File: src/rtl/sram_ctrl_pkg.sv
// Shared memory-stage transaction types used by the mem stage and its downstream slaves.
package sram_ctrl_pkg;

   typedef logic [31:0] addr;
   typedef logic [31:0] mtrans;

   typedef struct packed {
      addr         a;
      logic [3:0]  be;
      logic [31:0] d;
      logic        we;
   } mreq_t;

endpackage

File: src/rtl/sram_ctrl.sv
// Single-outstanding asynchronous-SRAM slave for the mem stage, with programmable wait states.
module sram_ctrl
   import sram_ctrl_pkg::*;
#(
   parameter int WAIT_CYCLES = 1,
   parameter int ADDR_W      = 20
) (
   input  logic              clk,
   input  logic              rst,
   input  logic              mem_req_valid,
   output logic              mem_req_ready,
   input  mreq_t             mem_req_data,
   output logic              mem_resp_valid,
   input  logic              mem_resp_ready,
   output mtrans             mem_resp_data,
   output logic [ADDR_W-1:0] sram_a,
   output logic [31:0]       sram_d_o,
   input  logic [31:0]       sram_d_i,
   output logic              sram_d_oe,
   output logic              sram_ce_n,
   output logic              sram_oe_n,
   output logic              sram_we_n,
   output logic [3:0]        sram_be_n
);

   localparam int CNT_W = (WAIT_CYCLES > 0) ? $clog2(WAIT_CYCLES + 1) : 1;

   typedef enum logic [2:0] {IDLE, SETUP, ACCESS, HOLD, RESP} state_e;

   state_e            state_q, state_d;
   logic [CNT_W-1:0]  cnt_q, cnt_d;
   mreq_t             req_q, req_d;
   mtrans             resp_data_q, resp_data_d;
   logic              req_ready_q, req_ready_d;
   logic              resp_valid_q, resp_valid_d;
   logic [ADDR_W-1:0] a_q, a_d;
   logic [31:0]       d_o_q, d_o_d;
   logic              d_oe_q, d_oe_d;
   logic              ce_n_q, ce_n_d;
   logic              oe_n_q, oe_n_d;
   logic              we_n_q, we_n_d;
   logic [3:0]        be_n_q, be_n_d;
   logic              unused_a;

   // Address bits outside the SRAM word range are dropped by design.
   assign unused_a = ^{req_q.a[1:0], req_q.a[31:ADDR_W+2]};

   always_comb begin
      state_d     = state_q;
      cnt_d       = cnt_q;
      req_d       = req_q;
      resp_data_d = resp_data_q;
      case (state_q)
         IDLE: begin
            if (mem_req_valid && req_ready_q) begin
               req_d   = mem_req_data;
               state_d = SETUP;
            end
         end
         SETUP: begin
            cnt_d   = CNT_W'(WAIT_CYCLES);
            state_d = ACCESS;
         end
         ACCESS: begin
            if (cnt_q == '0) begin
               if (req_q.we) begin
                  state_d = HOLD;
               end else begin
                  resp_data_d = sram_d_i;
                  state_d     = RESP;
               end
            end else begin
               cnt_d = cnt_q - 1'b1;
            end
         end
         HOLD: begin
            resp_data_d = '0;
            state_d     = RESP;
         end
         RESP: begin
            if (mem_resp_ready) state_d = IDLE;
         end
         default: state_d = IDLE;
      endcase

      // Pins are decoded from the next state so every output comes straight off a flop.
      ce_n_d       = !(state_d inside {SETUP, ACCESS, HOLD});
      oe_n_d       = !(state_d == ACCESS && !req_d.we);
      we_n_d       = !(state_d == ACCESS && req_d.we);
      d_oe_d       = req_d.we && (state_d inside {SETUP, ACCESS, HOLD});
      be_n_d       = ce_n_d ? 4'hF : ~req_d.be;
      a_d          = req_d.a[ADDR_W+1:2];
      d_o_d        = req_d.d;
      resp_valid_d = (state_d == RESP);
      req_ready_d  = (state_d == IDLE);
   end

   always_ff @(posedge clk) begin
      if (rst) begin
         state_q      <= IDLE;
         cnt_q        <= '0;
         req_q        <= '0;
         resp_data_q  <= '0;
         req_ready_q  <= 1'b1;
         resp_valid_q <= 1'b0;
         a_q          <= '0;
         d_o_q        <= '0;
         d_oe_q       <= 1'b0;
         ce_n_q       <= 1'b1;
         oe_n_q       <= 1'b1;
         we_n_q       <= 1'b1;
         be_n_q       <= 4'hF;
      end else begin
         state_q      <= state_d;
         cnt_q        <= cnt_d;
         req_q        <= req_d;
         resp_data_q  <= resp_data_d;
         req_ready_q  <= req_ready_d;
         resp_valid_q <= resp_valid_d;
         a_q          <= a_d;
         d_o_q        <= d_o_d;
         d_oe_q       <= d_oe_d;
         ce_n_q       <= ce_n_d;
         oe_n_q       <= oe_n_d;
         we_n_q       <= we_n_d;
         be_n_q       <= be_n_d;
      end
   end

   assign mem_req_ready  = req_ready_q;
   assign mem_resp_valid = resp_valid_q;
   assign mem_resp_data  = resp_data_q;
   assign sram_a         = a_q;
   assign sram_d_o       = d_o_q;
   assign sram_d_oe      = d_oe_q;
   assign sram_ce_n      = ce_n_q;
   assign sram_oe_n      = oe_n_q;
   assign sram_we_n      = we_n_q;
   assign sram_be_n      = be_n_q;

endmodule

File: config.mk
export PLATFORM = sky130hd
export DESIGN_NAME = sram_ctrl
export DESIGN_NICKNAME = d
export VERILOG_FILES = /design/src/rtl/sram_ctrl_pkg.sv /design/src/rtl/sram_ctrl.sv
export SDC_FILE = /design/constraint.sdc
export NUM_CORES = 1
export LEC_CHECK = 0
export ABC_CLOCK_PERIOD_IN_PS = 2640
export CAP_MARGIN = 20
export CORE_ASPECT_RATIO = 0.9
export CORE_MARGIN = 2
export CORE_UTILIZATION = 44
export CTS_CLUSTER_DIAMETER = 200
export DETAILED_ROUTE_END_ITERATION = 8
export GPL_ROUTABILITY_DRIVEN = 1
export PLACE_DENSITY = 0.86
export SYNTH_ARGS = -nofsm -noshare
export SYNTH_HDL_FRONTEND = slang
export SYNTH_SLANG_ARGS = --single-unit
File: constraint.sdc
create_clock -name clk -period 2.64 [get_ports clk]
set_clock_uncertainty 0.1 [all_clocks]
set_input_delay 0.792 -clock clk [delete_from_list [all_inputs] [get_ports clk]]
set_output_delay 0.792 -clock clk [all_outputs]
set_load 0.02 [all_outputs]
## Word level (Yosys, flattened, before mapping)

Cells that the tools add are included.

- Reduce and logical (&&, ||, !) cells: 16
- Eq/ne operators: 10
- Muxes and demuxes: 12
- Add/sub/neg operators: 1
- Bitwise gates (word level): 2

Operators by type and width:

| operator | number |
|---|---|
| two-way mux 37 bit | 2 |
| two-way mux 32 bit | 2 |
| case mux 32 bit (2 select lines) | 1 |
| case mux 3 bit (5 select lines) | 1 |
| equality test 3 x 2 -> 1 bit (second input constant) | 4 |
| two-way mux 3 bit | 4 |
| equality test 3 x 1 -> 1 bit (second input constant) | 2 |
| equality test 3 bit (second input constant) | 2 |
| zero test 3 bit | 2 |
| logical AND 1 bit | 4 |
| zero test 1 bit | 4 |
| inequality test 2 bit (second input constant) | 2 |
| inverter 4 bit | 1 |
| nonzero test 2 bit | 2 |
| AND reduction 3 bit | 1 |
| nonzero test 3 bit | 1 |
| case mux 1 bit (2 select lines) | 1 |
| AND reduction 2 bit | 1 |
| OR reduction 2 bit | 1 |
| two-way mux 1 bit | 1 |
| inverter 1 bit | 1 |
| subtractor 1 bit (second input constant) | 1 |

- Input port bits: 105
- Word-level logic and storage cells: 55
- Output and inout bits: 94
- Register bits after elaboration: 103

## Longest topological paths before layout

Gate-level depths: netlist of run 1.

- Word-level depth: 7
- Depth in mapped cells: 8

## Least setup slack after synthesis of run 1

Ideal clock, no wire load.

- Path kind: input to register
- From: input rst
- To: register resp_data_q[10] (netlist: mem_resp_data[10])
- Data arrival time: 1.608 ns
- Path buffers: 3
- Slack: 0.805 ns
- Cell stages on the path: 4
- Path through: clkbuf_1 clkbuf_1 clkbuf_1 nor2_1

RTL lines:

| what | RTL line | source |
|---|---|---|
| start, declared | sram_ctrl.sv:9 | `input logic rst,` |
| end signal, assigned | sram_ctrl.sv:117 | `resp_data_q <= resp_data_d;` |
| end, declared | sram_ctrl.sv:33 | `mtrans resp_data_q, resp_data_d;` |

No word-level cell between the ends.

## Final worst setup path of run 1

- From: register req_ready_q (netlist: mem_req_ready)
- To: output mem_req_ready

RTL lines:

| what | RTL line | source |
|---|---|---|
| start, declared | sram_ctrl.sv:34 | `logic req_ready_q, req_ready_d;` |
| start signal, assigned | sram_ctrl.sv:118 | `req_ready_q <= req_ready_d;` |
| end, declared | sram_ctrl.sv:11 | `output logic mem_req_ready,` |

No word-level cell between the ends.

==> impl_metrics.yaml, run 1 <==
floorplan:
  fp.dieH_um: 95.86
  core_sq_um: 9125
  dieArea_sq_um: 10170
  pin_count: 199
  rows: 33
  initial_utilization: 0.4521
  die_w_um: 106.1
clock_network:
  cts.sinks: 103
  post-cts-setup-buffers: 0
  ctsRootBufferMaster: "clkbuf_8"
  cts_hold_buf: 0
  clkLatencyLatePin_ps: 360
  path_clk_slew_ps: 100
  numCtsBuffers: 9
  h-tree-depth: 3
  cts_tree: "yes"
  clockBufferDepth: 2
  postCtsResizedCells: 0
final_layout:
  final_layout_size_suffix_gt1_frac: 0.07863
  final_nets: 685
  nFillCells: 771
  num_antenna_cells: 0
  areaGrowthSynthToFinish_pct: 40.04
  fin_area_sq_um: 5777
setup_path:
  worstSetupPathType: "reg2out"
  r2r_slack_ps: 940
  cp.depth: 1
  endpoint_kind: "output port"
  path_buf_inv: 1
  rr_worst_depth: 4
  path_cells: "clkdlybuf4s50_1"
  cp_data_arrival_time_ps: 1370
  cp-start-kind: "flip-flop"
  slowest_delay_ps: 640
  critPathTopFamily: "buffers and inverters"
  critPathMaxFanout: 3
  cp.required_ps: 1750
  crit_path_top_delay_cell: "clkdlybuf4s50_1"
sta:
  slew_viol_final: 0
  hold_viol: 0
  rsz0062_at_grt: "no"
  whs_ps: 354.5
  period_share: 0.8563
  clock.fmax_ghz: 0.4424
  setup_violations: 0
  slew_headroom: 0.5041
  fin_tns_setup_ps: 0
  tightest_slew_ps: 743.8
  fin_crit_ps: 2261
worst_hold_path:
  hold_path_depth: 2
  hold_path_class: "reg2reg"
power:
  powerDensity_nw_per_um2: 618.3
  vdd_ir_drop_max_mv: 0.3761
  p_leak_nw: 2.066
  power_w: 0.003572
place:
  portBuffers: 186
  dpl-instance-area_sq_um: 5577
  place_hpwl_um: 7037
  place_congestion: 0.7302
global_routing:
  grt_pass1_vias: 3335
  antenna_found_initial: 0
  grt-ovfl-total: 0
  grt_max_degree: 75
  grtUsageTotal: 0.1901
  grt_pass1_wl_um: 15420
yosys:
  synth_cell_types: 36
  synthArstFlopShare: 0
  synth_top_family_by_area: "simple AND/OR/NAND/NOR gates"
  yosysSeqAreaShare: 0.4998
  synthCells: 461
  yosys.area_share.simple: 0.1732
  synth_compound_area_frac: 0.1729
  syn-num-nets: 566
  yosys_warnings: 0
  syn-cell-area_sq_um: 4125
  ys_ff_latch: 103
  synthAdderAreaFrac: 0
  synth_xor_area_frac: 0.002123
  synthMuxAreaShare: 0
  synth_area_per_cell_sq_um: 8.948
  synth_ff_type: "dfxtp_1"
  synth_edf_count: 0
run:
  drv_cap: 0
status:
  outcome: "finished clean"
route:
  avgViaCountPerCell: 4.887
  wl_um: 9981
  drtIter0Drc: 147
  dr_total_vias: 3455
  drt-wirelength-per-cell_um: 14.12
  first_pass_iters: 4
  drc_errors: 0
  drt.antenna.violating_nets: 0
where the power goes:
part,switching [W],internal [W]
Combinational,0.000423,0.000415
Clock,0.000527,0.000469
Sequential,0.0000686,0.00167
Total,0.00102,0.00255
state kept, by name (all words and copies together) (netlist names):
register	flops
state_q	3
sram_d_o	32
mem_resp_data	32
sram_d_oe	1
sram_ce_n	1
req_q	25
mem_req_ready	1
sram_we_n	1
sram_be_n	4
cnt_q	1
mem_resp_valid	1
sram_oe_n	1
stage by stage:
step / instances / utilization / worst slack [ps]
after floorplan: 461 / - / 804.7
after global placement: 691 / 0.6111 / 317.6
after detailed placement: 691 / 0.6111 / 297.5
after CTS: 707 / 0.6331 / 362.6
after global routing: 707 / 0.6331 / 314.5
final: 707 / 0.6331 / 379.5
worst paths after layout:
path / from / end
max: mem_req_ready$_SDFF_PP1_ / mem_req_ready
max reg2reg: state_q[2]$_SDFF_PP0_ / sram_d_o[15]$_SDFFE_PP0P_
min reg2reg: req_q[35]$_SDFF_PP0_ / req_q[35]$_SDFF_PP0_
min: req_q[35]$_SDFF_PP0_ / req_q[35]$_SDFF_PP0_
routing by layer:
metal | up-vias | global-route usage | share of wire | wire length [um]
met2 | 139 | 0.3317 | 0.48 | 4797
met4 | 0 | 0.06469 | 0.016 | 156
met1 | 1607 | 0.2081 | 0.41 | 4103
met3 | 13 | 0.08531 | 0.092 | 923
met5 | - | 0 | 0 | 0
li1 | 1696 | - | - | -
placed cells by master (no fill, tap or decap), drive strengths merged:
cell type,n
clkdlybuf4s50,185
nand2,114
dfxtp,103
a21oi,62
nor2,37
a22oi,32
clkbuf,12
buf,8
nor2b,6
a2bb2oi,4
nand3b,2
clkinv,2
o21ai,2
o21bai,2
and4b,1
nand4b,1
nand2b,1
nor4,1
and2b,1
nor3,1
a41o,1
xor2,1
a21o,1
or3,1
or4b,1
o21ba,1
bufinv,1
clkinvlp,1
cells by family (layout without fill, tap and decap cells):
kind of cell | Yosys count | in the layout
AND/OR/NAND/NOR | 167 | 167
AO/OA/AOI/OAI | 105 | 105
flip-flops | 103 | 103
buffers and inverters | 85 | 209
XOR/XNOR | 1 | 1
Yosys cell counts (2+ instances only):
library cell,n,area [sq um]
a22oi_1,23,172.7
a21oi_1,56,280.3
a21oi_2,6,52.55
nor2_1,34,127.6
buf_8,3,45.04
buf_4,56,420.4
nand2_1,114,427.9
nor2_2,2,12.51
a2bb2oi_1,4,35.03
clkbuf_1,11,41.29
a22oi_2,9,112.6
nand3b_1,2,15.01
nor2b_1,6,37.54
buf_6,5,56.30
buf_2,7,35.03
dfxtp_1,103,2062
area by class of cell:
type / count / area [sq um] / area share
Clock buffer: 12 / 145.1 / 0.02512
Clock inverter: 4 / 55.05 / 0.009530
Multi-Input combinational cell: 273 / 1438 / 0.2489
Sequential cell: 103 / 2062 / 0.3569
Tap cell: 122 / 152.6 / 0.02642
Timing Repair Buffer: 193 / 1924 / 0.3331
Note: power is estimated with default switching activity, not from simulation.
==> inputs of run 2 (changes only) <==
- CORE_ASPECT_RATIO: 0.9 -> default
- GPL_TIMING_DRIVEN: default -> 0
==> impl_metrics.yaml, run 2 (synthesis gave the netlist of run 1 again) <==
clock_network:
  cts.sinks: 103
  post-cts-setup-buffers: 0
  path_clk_slew_ps: 100
  clkLatencyLatePin_ps: 360
  numCtsBuffers: 9
  clockBufferDepth: 2
  ctsRootBufferMaster: "clkbuf_8"
  h-tree-depth: 3
  postCtsResizedCells: 0
  cts_hold_buf: 0
  cts_tree: "yes"
route:
  drc_errors: 0
  dr_total_vias: 3706
  first_pass_iters: 4
  wl_um: 10740
  drtIter0Drc: 93
  drt-wirelength-per-cell_um: 13.89
  avgViaCountPerCell: 4.794
  drt.antenna.violating_nets: 0
final_layout:
  multi_input_comb_area_sq_um: 1436
  final_cell_mix: "185 x clkdlybuf4s50_1, 114 x nand2_1, 103 x dfxtp_1, 56 x buf_4, 56 x a21oi_1"
  nFillCells: 735
  final_layout_size_suffix_gt1_frac: 0.1677
  seqCellArea_sq_um: 2062
  areaGrowthSynthToFinish_pct: 53.08
  fin_area_sq_um: 6315
  fin_util: 0.6900
  final_nets: 762
  final_common_cell: "clkdlybuf4s50_1"
  num_antenna_cells: 0
floorplan:
  fp.dieH_um: 100.8
  die_w_um: 100.8
  dieArea_sq_um: 10170
  initial_utilization: 0.4507
  pin_count: 199
  rows: 35
  core_sq_um: 9153
global_routing:
  grt-ovfl-total: 0
  grt_pass1_wl_um: 17050
  grt_pass1_vias: 3744
  antenna_found_initial: 0
  grtUsageTotal: 0.2098
  grt_max_degree: 17
power:
  p_leak_nw: 2.421
  powerDensity_nw_per_um2: 590.5
  vdd_ir_drop_max_mv: 0.3688
sta:
  slew_viol_final: 0
  tightest_slew_ps: 501.1
  rsz0062_at_grt: "no"
  layout_setup_ws_ps: 332.7
  period_share: 0.8740
  setup_violations: 0
  clock.fmax_ghz: 0.4334
  hold_viol: 0
  slew_headroom: 0.6634
  whs_ps: 356.9
  fin_crit_ps: 2307
  fin_tns_setup_ps: 0
place:
  place_congestion: 0.7868
  dpl-instance-area_sq_um: 6116
  place_ws_ps: 280.5
  place_hpwl_um: 8220
  portBuffers: 185
setup_path:
  cp-start-kind: "flip-flop"
  worstSetupPathType: "reg2out"
  endpoint_kind: "output port"
  cp.required_ps: 1750
  cp_data_arrival_time_ps: 1420
  critPathMaxFanout: 2
status:
  outcome: "finished clean"
worst_hold_path:
  hold_path_class: "reg2reg"
run:
  drv_cap: 0
run 2: changes by cell type in the layout (fill, tap and decap cells not counted), sizes merged:
cell,previous run,this run
clkinv,2,1
buf,8,73
clkbuf,12,23
clkinvlp,1,3
run 2: per-stage QoR:
stage | cells | total power (W)
floorplan | 461 | 0.002338
global placement | 757 | 0.002746
detailed placement | 757 | 0.002777
CTS | 773 | 0.003768
global route | 773 | 0.003907
finish | 773 | 0.003729
run 2: cell type report:
| class | instances | area share |
|---|---|---|
| flip-flops and latches | 103 | 0.3265 |
| plain buffers | 85 | 0.09927 |
| repair buffers | 185 | 0.2932 |
| clock inverters | 5 | 0.009114 |
| clock buffers | 11 | 0.02239 |
| multi-input cells | 273 | 0.2275 |
| well taps | 111 | 0.02199 |
run 2: worst paths after layout:
path	slack [ps]	depth (start not counted)	from	endpoint
max	330	2	sram_d_o[15]$_SDFFE_PP0P_	sram_d_o[15]
min reg2reg	360	2	req_q[45]$_SDFFE_PP0P_	req_q[45]$_SDFFE_PP0P_
max reg2reg	1010	5	state_q[2]$_SDFF_PP0_	req_q[40]$_SDFFE_PP0P_
min	360	2	req_q[45]$_SDFFE_PP0P_	req_q[45]$_SDFFE_PP0P_
run 2: metal layers:
metal	global-route usage	routed length, um	vias up
met1	0.2445	4372	1699
met5	0	0	-
met3	0.05895	814	14
met4	0.07482	183	0
met2	0.3672	5368	135
li1	-	-	1858
run 2: where the power goes:
group | internal, W | total (W) | leakage [nW] | switching [W]
clock network | 0.000464 | 0.000995 | 0.0916 | 0.000532
registers | 0.00167 | 0.00173 | 0.840 | 0.0000643
logic | 0.000537 | 0.00100 | 1.49 | 0.000463
run 2: worst max-delay path, cell delays in order, from the launching register on:
cell and delay, ps:
dfxtp_1 360, buf_4 110, clkdlybuf4s50_1 590
==> inputs of run 3 (changes only) <==
- ABC_CLOCK_PERIOD_IN_PS: 2640 -> 2600
- CORE_UTILIZATION: 44 -> 41
- PLACE_DENSITY: 0.86 -> 0.81
- clock period: 2.64 -> 2.6 ns (I/O delays scaled with it)
==> impl_metrics.yaml, run 3 (synthesis gave the netlist of run 1 again) <==
final_layout:
  nFillCells: 863
  num_antenna_cells: 0
  final_nets: 762
  final_layout_size_suffix_gt1_frac: 0.1692
  fin_area_sq_um: 6344
  final_cell_mix: "185 x clkdlybuf4s50_1, 114 x nand2_1, 103 x dfxtp_1, 56 x buf_4, 56 x a21oi_1"
  final_common_cell: "clkdlybuf4s50_1"
  areaGrowthSynthToFinish_pct: 53.78
route:
  avgViaCountPerCell: 4.682
  drc_errors: 0
  dr_total_vias: 3722
  wl_um: 10860
  drt-wirelength-per-cell_um: 13.66
  first_pass_iters: 4
  drt.antenna.violating_nets: 0
  drtIter0Drc: 128
status:
  outcome: "finished clean"
floorplan:
  rows: 36
  die_w_um: 104.3
  pin_count: 199
  core_sq_um: 9774
  initial_utilization: 0.4220
  dieArea_sq_um: 10880
  fp.dieH_um: 104.3
setup_path:
  cp.required_ps: 1720
  worstSetupPathType: "reg2out"
  cp-start-kind: "flip-flop"
  cp_data_arrival_time_ps: 1420
  critPathMaxFanout: 2
  endpoint_kind: "output port"
  r2r_slack_ps: 960
sta:
  slew_headroom: 0.6560
  tightest_slew_ps: 516.0
  clock.fmax_ghz: 0.4340
  hold_viol: 0
  period_share: 0.8862
  rsz0062_at_grt: "no"
  fin_crit_ps: 2304
  slew_viol_final: 0
  layout_setup_ws_ps: 295.8
  setup_violations: 0
  whs_ps: 355.9
  fin_tns_setup_ps: 0
power:
  powerDensity_nw_per_um2: 593.3
  power_w: 0.003764
  vdd_ir_drop_max_mv: 0.3411
  p_leak_nw: 2.433
clock_network:
  clockBufferDepth: 2
  post-cts-setup-buffers: 0
  numCtsBuffers: 9
  postCtsResizedCells: 0
  h-tree-depth: 3
  cts_tree: "yes"
  cts.sinks: 103
  ctsRootBufferMaster: "clkbuf_8"
  clkLatencyLatePin_ps: 350
  cts_hold_buf: 0
  path_clk_slew_ps: 100
global_routing:
  grt_pass1_wl_um: 17670
  grt-ovfl-total: 0
  grtUsageTotal: 0.1968
  grt_pass1_vias: 3734
  antenna_found_initial: 0
  grt_max_degree: 18
place:
  place_hpwl_um: 8226
  dpl-instance-area_sq_um: 6143
  portBuffers: 185
  place_congestion: 0.7688
  place_ws_ps: 263.1
worst_hold_path:
  hold_path_class: "reg2reg"
run:
  drv_cap: 0
-- run 3: power breakdown --
group	internal, W	switching (W)	leakage, nW	total, W
Combinational	0.000545	0.000469	1.49	0.00101
Clock	0.000440	0.000549	0.104	0.000989
Sequential	0.00170	0.0000646	0.840	0.00176
Total	0.00268	0.00108	2.43	0.00376
-- run 3: final cells by class --
| class | instances | area [sq um] | share of cell area |
|---|---|---|---|
| well taps | 133 | 166.4 | 0.02623 |
| multi-input cells | 273 | 1436 | 0.2264 |
| repair buffers | 185 | 1852 | 0.2919 |
| flip-flops and latches | 103 | 2062 | 0.3250 |
| clock buffers | 12 | 165.2 | 0.02604 |
| clock inverters | 4 | 35.03 | 0.005523 |
| plain buffers | 85 | 626.9 | 0.09882 |
-- run 3: worst paths after layout --
path | start | end | cells after the start
hold / removal | req_q[35]$_SDFF_PP0_ | req_q[35]$_SDFF_PP0_ | 2
hold reg to reg | req_q[35]$_SDFF_PP0_ | req_q[35]$_SDFF_PP0_ | 2
setup / recovery | req_q[58]$_SDFFE_PP0P_ | sram_a[19] | 2
setup reg to reg | state_q[2]$_SDFF_PP0_ | req_q[40]$_SDFFE_PP0P_ | 5
-- run 3: worst max-delay path, stage by stage (launching register included) --
cell             delay (ps)
dfxtp_1                 360
buf_4                   110
clkdlybuf4s50_1         600
-- run 3: metrics by stage --
stage / util / instances
2_1_floorplan: - / 461
3_3_place_gp: 0.6285 / 779
3_5_place_dp: 0.6285 / 779
4_1_cts: 0.6490 / 795
5_1_grt: 0.6490 / 795
6_report: 0.6490 / 795
-- run 3: routing by layer --
layer	track usage	vias to the layer above	part of all wire
li1	-	1859	-
met1	0.2328	1715	0.42
met2	0.3473	133	0.50
met3	0.05138	15	0.066
met4	0.06081	0	0.015
met5	0	-	0
